--- src/rtl/led_matrix_scanner.sv ---
// led_matrix_scanner: double-buffered 8x8 frame store and row scanner that
// drives the LED matrix one row at a time. Front/back buffers exchange only at
// a frame boundary, so a frame never shows half-updated content.
// Optional feature macro: LED_SCAN_BLANK_EN (blank the first BLANK_TICKS
// cycles of every row to suppress ghosting on row changes).
module led_matrix_scanner #(
    parameter int ROW_TICKS   = 20002,
    parameter int BLANK_TICKS = 16
) (
    input  logic       clk,
    input  logic       clear,
    input  logic       wr_en,
    input  logic [2:0] wr_row,
    input  logic [7:0] wr_data,
    input  logic       swap_req,
    input  logic [2:0] fg_sel,
    output logic       swap_ack,
    output logic       busy,
    output logic       frame_start,
    output logic [3:0] comm,
    output logic [7:0] data_r,
    output logic [7:0] data_g,
    output logic [7:0] data_b
);

    localparam int TICK_W = (ROW_TICKS > 1) ? $clog2(ROW_TICKS) : 1;
    localparam logic [TICK_W-1:0] TICK_LAST  = TICK_W'(ROW_TICKS - 1);
    localparam logic [TICK_W-1:0] BLANK_LAST = TICK_W'((BLANK_TICKS > 0) ? BLANK_TICKS - 1 : 0);

`ifdef LED_SCAN_BLANK_EN
    localparam bit BLANK_ON = (BLANK_TICKS > 0);
`else
    localparam bit BLANK_ON = 1'b0;
`endif

    // Two 8x8 frame stores; front_sel_q picks which one is on display.
    logic [1:0][7:0][7:0] buf_q, buf_d;
    logic                 front_sel_q, front_sel_d;
    logic [TICK_W-1:0]    tick_q, tick_d;
    logic [2:0]           row_q, row_d;
    logic                 pending_q, pending_d;
    logic [2:0]           sel_q, sel_d;
    logic                 swap_ack_q, swap_ack_d;
    logic                 frame_start_q, frame_start_d;
    logic [3:0]           comm_q, comm_d;
    logic [7:0]           data_r_q, data_r_d;
    logic [7:0]           data_g_q, data_g_d;
    logic [7:0]           data_b_q, data_b_d;

    logic                 row_end;
    logic                 frame_end;
    logic                 do_swap;
    logic                 back_sel;
    logic [7:0]           row_lit_n;

    // Next-state logic: scan counters, buffer writes, swap handshake and row drive.
    always_comb begin
        buf_d         = buf_q;
        front_sel_d   = front_sel_q;
        tick_d        = tick_q;
        row_d         = row_q;
        pending_d     = pending_q;
        sel_d         = sel_q;
        swap_ack_d    = 1'b0;
        frame_start_d = 1'b0;
        comm_d        = comm_q;
        data_r_d      = data_r_q;
        data_g_d      = data_g_q;
        data_b_d      = data_b_q;

        row_end   = (tick_q == TICK_LAST);
        frame_end = row_end && (row_q == 3'd7);
        do_swap   = frame_end && (pending_q || swap_req);
        back_sel  = ~front_sel_q;

        // The write always targets the pre-swap back buffer, so a write on the
        // swap boundary shows up in the freshly promoted front.
        if (wr_en) begin
            buf_d[back_sel][wr_row] = wr_data;
        end

        if (row_end) begin
            tick_d = '0;
            row_d  = row_q + 3'd1;
        end else begin
            tick_d = tick_q + TICK_W'(1);
        end

        if (do_swap) begin
            front_sel_d = ~front_sel_q;
            pending_d   = 1'b0;
            swap_ack_d  = 1'b1;
        end else if (swap_req) begin
            pending_d = 1'b1;
        end

        if (frame_end) begin
            sel_d         = fg_sel;
            frame_start_d = 1'b1;
        end

        // Pixels of the row that will be on display next cycle, active-low.
        row_lit_n = ~buf_d[front_sel_d][row_d];

        if (row_end) begin
            comm_d   = {1'b1, row_d};
            data_r_d = sel_d[2] ? row_lit_n : 8'hFF;
            data_g_d = sel_d[1] ? row_lit_n : 8'hFF;
            data_b_d = sel_d[0] ? row_lit_n : 8'hFF;
            if (BLANK_ON) begin
                comm_d[3] = 1'b0;
                data_r_d  = 8'hFF;
                data_g_d  = 8'hFF;
                data_b_d  = 8'hFF;
            end
        end else if (BLANK_ON && (tick_q == BLANK_LAST)) begin
            comm_d   = {1'b1, row_q};
            data_r_d = sel_q[2] ? row_lit_n : 8'hFF;
            data_g_d = sel_q[1] ? row_lit_n : 8'hFF;
            data_b_d = sel_q[0] ? row_lit_n : 8'hFF;
        end
    end

    // State and output registers; clear wipes both buffers and any pending swap.
    always_ff @(posedge clk or posedge clear) begin
        if (clear) begin
            buf_q         <= '0;
            front_sel_q   <= 1'b0;
            tick_q        <= '0;
            row_q         <= 3'd0;
            pending_q     <= 1'b0;
            sel_q         <= 3'b010;
            swap_ack_q    <= 1'b0;
            frame_start_q <= 1'b0;
            comm_q        <= 4'b1000;
            data_r_q      <= 8'hFF;
            data_g_q      <= 8'hFF;
            data_b_q      <= 8'hFF;
        end else begin
            buf_q         <= buf_d;
            front_sel_q   <= front_sel_d;
            tick_q        <= tick_d;
            row_q         <= row_d;
            pending_q     <= pending_d;
            sel_q         <= sel_d;
            swap_ack_q    <= swap_ack_d;
            frame_start_q <= frame_start_d;
            comm_q        <= comm_d;
            data_r_q      <= data_r_d;
            data_g_q      <= data_g_d;
            data_b_q      <= data_b_d;
        end
    end

    assign swap_ack    = swap_ack_q;
    assign busy        = pending_q;
    assign frame_start = frame_start_q;
    assign comm        = comm_q;
    assign data_r      = data_r_q;
    assign data_g      = data_g_q;
    assign data_b      = data_b_q;

endmodule
--- config.mk ---
export PLATFORM = sky130hd
export DESIGN_NAME = led_matrix_scanner
export DESIGN_NICKNAME = d
export VERILOG_FILES = /design/src/rtl/led_matrix_scanner.sv
export SDC_FILE = /design/constraint.sdc
export NUM_CORES = 1
export LEC_CHECK = 0
export ABC_AREA = 0
export CAP_MARGIN = 20
export CELL_PAD_IN_SITES_DETAIL_PLACEMENT = 1
export CELL_PAD_IN_SITES_GLOBAL_PLACEMENT = 1
export CORE_ASPECT_RATIO = 1.25
export CORE_UTILIZATION = 50
export CTS_CLUSTER_SIZE = 14
export DETAILED_ROUTE_END_ITERATION = 10
export PLACE_DENSITY_LB_ADDON = 0.08
export SETUP_SLACK_MARGIN = 0.4
export SLEW_MARGIN = 20
export SYNTH_ARGS = -nofsm -noshare
export SYNTH_HDL_FRONTEND = slang
export SYNTH_SLANG_ARGS = --single-unit
export TNS_END_PERCENT = 10
--- constraint.sdc ---
create_clock -name clk -period 13.6 [get_ports clk]
set_clock_uncertainty 0.15 [all_clocks]
set_input_delay 1.36 -clock clk [delete_from_list [all_inputs] [get_ports clk]]
set_output_delay 1.36 -clock clk [all_outputs]
set_load 0.1 [all_outputs]
== After elaboration in Yosys (flattened, before gate mapping) ==
Cells that the tools add are included.
Operators by class
  $add $sub $neg: 2
  multiplexer cells: 21
  equality and inequality tests: 2
  order comparisons: 6
  bitwise operators: 2
  reduce and logical (&&, ||, !) cells: 6
Operators by type and width (number)
  $mux 64: 3
  $bwmux 128: 1
  $mux 128: 1
  $demux 64 s1: 1
  $mux 8: 5
  $bmux 8 s3: 1
  $demux 8 s3: 1
  $add 15x1->15 const B: 1
  $eq 15x15->1 const B: 1
  $mux 15: 1
  $lt 3x4->1 const B: 2
  $not 8->8: 1
  $mux 3: 2
  $mux 1: 5
  $logic_and 1x1->1: 4
  $lt 1x2->1 const B: 2
  $add 3x1->3 const B: 1
  $eq 3x3->1 const B: 1
  $ge 3x1->1 const B: 1
  $reduce_bool 2->1: 1
  $ge 1x1->1 const B: 1
  $logic_or 1x1->1: 1
  $not 1->1: 1
Word-level totals
  flip-flop bits (word level): 180
  input bits: 18

== Depth between registers and ports, before layout ==
  depth after elaboration: 14
  mapped depth: 12
  mapped depth without buffers: 9

== Least setup slack after synthesis ==
Ideal clock, no wire load.
  path type: in2reg
  from: input swap_req
  to: register data_g_q[0], in the netlist data_g[0]
  data arrival time: 2.927 ns
  slack: 10.432 ns
  cell stages on the path: 8
  setup time: 0.091 ns
  path through: o21ai_0 -> o21a_1 -> clkbuf_1 -> clkbuf_1 -> nor3_1 -> or3_1 -> o2111ai_1 -> nand3_1
On the way
  cells in the longest elaborated chain, start to end: 9
Ends and longest elaborated chain
  start, declared: RTL line 15  | input logic swap_req,
  $logic_or 1x1->1: RTL line 73  | do_swap = frame_end && (pending_q || swap_req);
  $logic_and 1x1->1: RTL line 73
  $mux 1: RTL line 89  | if (do_swap) begin
  $mux 64 (implied by the code) (2 in series): RTL line 103  | row_lit_n = ~buf_d[front_sel_d][row_d];
  $bmux 8 s3: RTL line 103
  $mux 8 (implied by the code): RTL line 103
  $not 8->8: RTL line 103
  $mux 8: RTL line 108  | data_g_d = sel_d[1] ? row_lit_n : 8'hFF;
  end signal, assigned: RTL line 150  | data_g_q <= data_g_d;
  end, declared: RTL line 47  | logic [7:0] data_g_q, data_g_d;
No other way between the ends. The select of a mux whose other input is x is not followed.
A chain may end at the register's enable or synchronous reset.

==> results.cfg <==
[clock_network]
clockBufferDepth = 2
tritoncts = done
cts_inserted_buffers = 17
root_buffer = clkbuf_16
cts_hold_buffers = 0
cts.repair_timing.setup_buffer_count = 0
cts.reportedPaths.clkPinSlew_ns = 0.06
clock_sinks = 180
post_cts_gate_resize_count = 0
cts-htree-levels = 4
clock_latency_ns = 0.43

[floorplanning]
initial_utilization = 0.513
placement_rows = 52
die_y_um = 146
io_pins = 49
die-width_um = 118
floorplan.die_area_um2 = 17200
core-area_um2 = 16300

[yosys]
synth_area_um2 = 8340
syn-mean-instance-area_um2 = 12.0
synth_sequential_area_ratio = 0.544
synth-compound-area-share = 0.0900
count_of_state_elements_after_synthesis = 180
muxShareOfSynthArea = 0.197
post_synth_inst_count = 694
synth-async-reset-ratio = 1.00
synth_edf_count = 0
ys.flop_type = dfrtp_1
synth_xor_xnor_area_share = 0.0147
synth-simple-area-share = 0.120
synth_top_family_by_area = multiplexers
yosysWarnings = 0
netlist-cell-type-count = 45
adder_cell_share_of_the_synthesized_area = 0.00600
synth_fp_nets = 716

[finish]
fillers = 1655
multi_input_area_um2 = 3600
area_used_by_sequential_logic_in_the_layout_um2 = 4540
layout_cell_share_with_drive_strength_beyond_1 = 0.291
syn2layout_area_growth_pct = 15.0
finish.cell_count_without_fillers = 951
finish.net_count = 744
num_antenna_cells = 0

[sta]
fin_setup_tns_ns = 0
tightest_slew_ns = 1.07
period_minus_slack_ns = 4.25
timing.final.max_slew_violations = 0
worst_hold_slack_ns = 0.338
grt_setup_unrepaired = no
number_of_failing_setup_endpoints_in_the_final_timing_report = 0
post-route-period-util = 0.313
max_freq_mhz = 235
fin_ws_ns = 9.35
maxSlewHeadroom = 0.282
hold_violations = 0

[setup_path]
rr_startpoint = tick_q[0]
r2r_slack_ns = 10.07
cp_max_fo = 8
timing.rr.end = data_g[1]
cp.arrival_ns = 4.45
crit_path_end_kind = register
worstSetupPathType = in2reg
reg2reg_depth = 10
critPathLaunchType = primary input
worstPathRequired_ns = 13.80

[placed_design]
pre_cts_setup_slack_ns = 8.98
place.detailed.hpwl_mm = 14.5
number_of_buffer_cells_added_on_primary_ports = 47
dp.cells = 918
final_weighted_congestion_of_routability_driven_global_placement = 0.782

[hold_path]
min_path_type = reg2reg
timing.hold.worst.start = comm[1]
hold_depth = 2
min_to = comm[1]

[route]
drt-initial-drc-count = 288
route.antenna.remaining_nets = 0
routed_wl_mm = 23.1
firstDrtPassIters = 4
vias_per_cell = 6.11
detail_route.drc_violations = 0
wire_per_inst_um = 24.3
dr_total_vias = 5806

[power]
power_w = 0.00139
part_of_the_power_in_the_clock_network = 0.363
p_int_w = 0.00102
leakage_nw = 4.04
power.density_cell_area_nw_per_um2 = 145
power_switching_share = 0.265
combPwrFrac = 0.166
net-switching-power_w = 0.000369
vdd_ir_drop_max_mv = 0.0859
sequentialPowerShare = 0.471

[grt]
first_global_vias = 6456
grt_pass1_wl_mm = 37.2
antenna_violations_before_repair = 0
global_route.overflow_total = 0
track_usage = 0.285
grt_start_max_net_pins = 110

[status]
run_status = completed

[flow_run]
drv.max_cap_violation_count = 0
==> power groups by stage <==
stage          Combinational [W]  Sequential (W)  Clock (W)
3_5_place_dp            0.000228        0.000665          0
4_1_cts                 0.000231        0.000657   0.000510
6_report                0.000232        0.000656   0.000506
3_3_place_gp            0.000218        0.000659          0
2_1_floorplan           0.000151        0.000683          0
5_1_grt                 0.000252        0.000665   0.000532
==> critical path, stage by stage <==
cell	delay (ns)
clkdlybuf4s50_1	0.52
nor3b_1	0.58
nor2b_1	0.79
mux2_2	0.42
mux2i_1	0.24
o2111ai_1	0.33
nand3_1	0.21
==> cell usage in the layout (no fill, tap or decap), types with 5 or more instances in the layout <==
cell type | synthesis | final
nand2_1 | 17 | 17
a21oi_1 | 72 | 72
xnor2_1 | 9 | 9
dfrtp_1 | 155 | 155
mux2_2 | 132 | 132
buf_4 | 3 | 7
o2111ai_2 | 9 | 9
or3_1 | 32 | 32
o311a_1 | 8 | 8
nor2_1 | 27 | 27
clkdlybuf4s50_1 | 0 | 47
inv_1 | 7 | 6
xor2_1 | 5 | 5
nor3_1 | 51 | 51
o31a_1 | 8 | 8
nand3_1 | 29 | 29
nand2b_1 | 5 | 5
o2111ai_1 | 7 | 7
mux2i_1 | 16 | 16
clkbuf_16 | 0 | 17
dfstp_2 | 25 | 25
==> per-stage QoR <==
| stage | instance area [µm²] | utilization |
|---|---|---|
| 2_1_floorplan | 8340 | - |
| 3_3_place_gp | 8960 | 0.551 |
| 3_5_place_dp | 8960 | 0.551 |
| 4_1_cts | 9560 | 0.588 |
| 5_1_grt | 9590 | 0.590 |
| 6_report | 9590 | 0.590 |
==> cells in the mapped netlist (all sizes together), types with 2 or more instances <==
| library cell | count | area share |
|---|---|---|
| nor2b | 2 | 0.0015 |
| inv | 7 | 0.0032 |
| ha | 4 | 0.0060 |
| xnor2 | 9 | 0.0095 |
| nand2 | 18 | 0.010 |
| buf | 12 | 0.0095 |
| dfstp | 25 | 0.079 |
| xor2 | 5 | 0.0053 |
| nand2b | 5 | 0.0038 |
| nand4 | 4 | 0.0038 |
| nand3 | 29 | 0.017 |
| nor4b | 2 | 0.0047 |
| o311a | 8 | 0.0096 |
| mux2i | 16 | 0.019 |
| a31oi | 2 | 0.0015 |
| clkbuf | 34 | 0.015 |
| or3 | 32 | 0.024 |
| o31a | 8 | 0.0084 |
| nand3b | 4 | 0.0036 |
| a21oi | 72 | 0.043 |
| and3 | 3 | 0.0023 |
| o2111ai | 16 | 0.024 |
| mux2 | 132 | 0.18 |
| nor3 | 51 | 0.031 |
| o21ai | 3 | 0.0018 |
| nor2 | 27 | 0.012 |
| dfrtp | 155 | 0.47 |
==> sequential cells by signal, indices dropped and copies added (netlist names) <==
signal       cells
data_g           8
busy             1
tick_q          15
comm             3
row_q            3
data_b           8
buf_q          128
sel_q            3
data_r           8
swap_ack         1
frame_start      1
front_sel_q      1
==> how the worst max path moves through the flow <==
stage | from | to | cells after the start
after floorplan | clear | buf_q[0] | 1
after global placement | wr_en | data_b[1] | 7
after detailed placement | wr_en | data_g[1] | 7
after CTS | wr_en | data_g[1] | 7
after global routing | wr_en | data_g[1] | 7
final | wr_en | data_g[1] | 7
==> kinds of logic (layout without fill, tap and decap cells) <==
| kind of cell | Yosys count | after routing |
|---|---|---|
| fa+ha+maj | 4 | 4 |
| compound gates | 111 | 111 |
| flops | 180 | 180 |
| simple gates | 183 | 183 |
| xor+xnor | 14 | 14 |
| mux | 148 | 148 |
| other cells | 1 | 1 |
| buf+inv | 53 | 94 |
==> layout make-up <==
| class | instances | area share |
|---|---|---|
| flip-flops and latches | 180 | 0.473 |
| clock inverters | 13 | 0.0164 |
| well taps | 216 | 0.0282 |
| clock buffers | 19 | 0.0462 |
| multi-input cells | 461 | 0.376 |
| repair buffers | 55 | 0.0574 |
| inverters | 7 | 0.00326 |
==> metal layers <==
| metal | global-route usage | wire (µm) | up-vias |
|---|---|---|---|
| met4 | 0.111 | 559 | 0 |
| met5 | 0 | 0 | - |
| met2 | 0.477 | 11800 | 126 |
| li1 | - | - | 2586 |
| met3 | 0.0496 | 879 | 34 |
| met1 | 0.369 | 9860 | 3060 |
No activity file was read; power rests on OpenSTA's default activity.
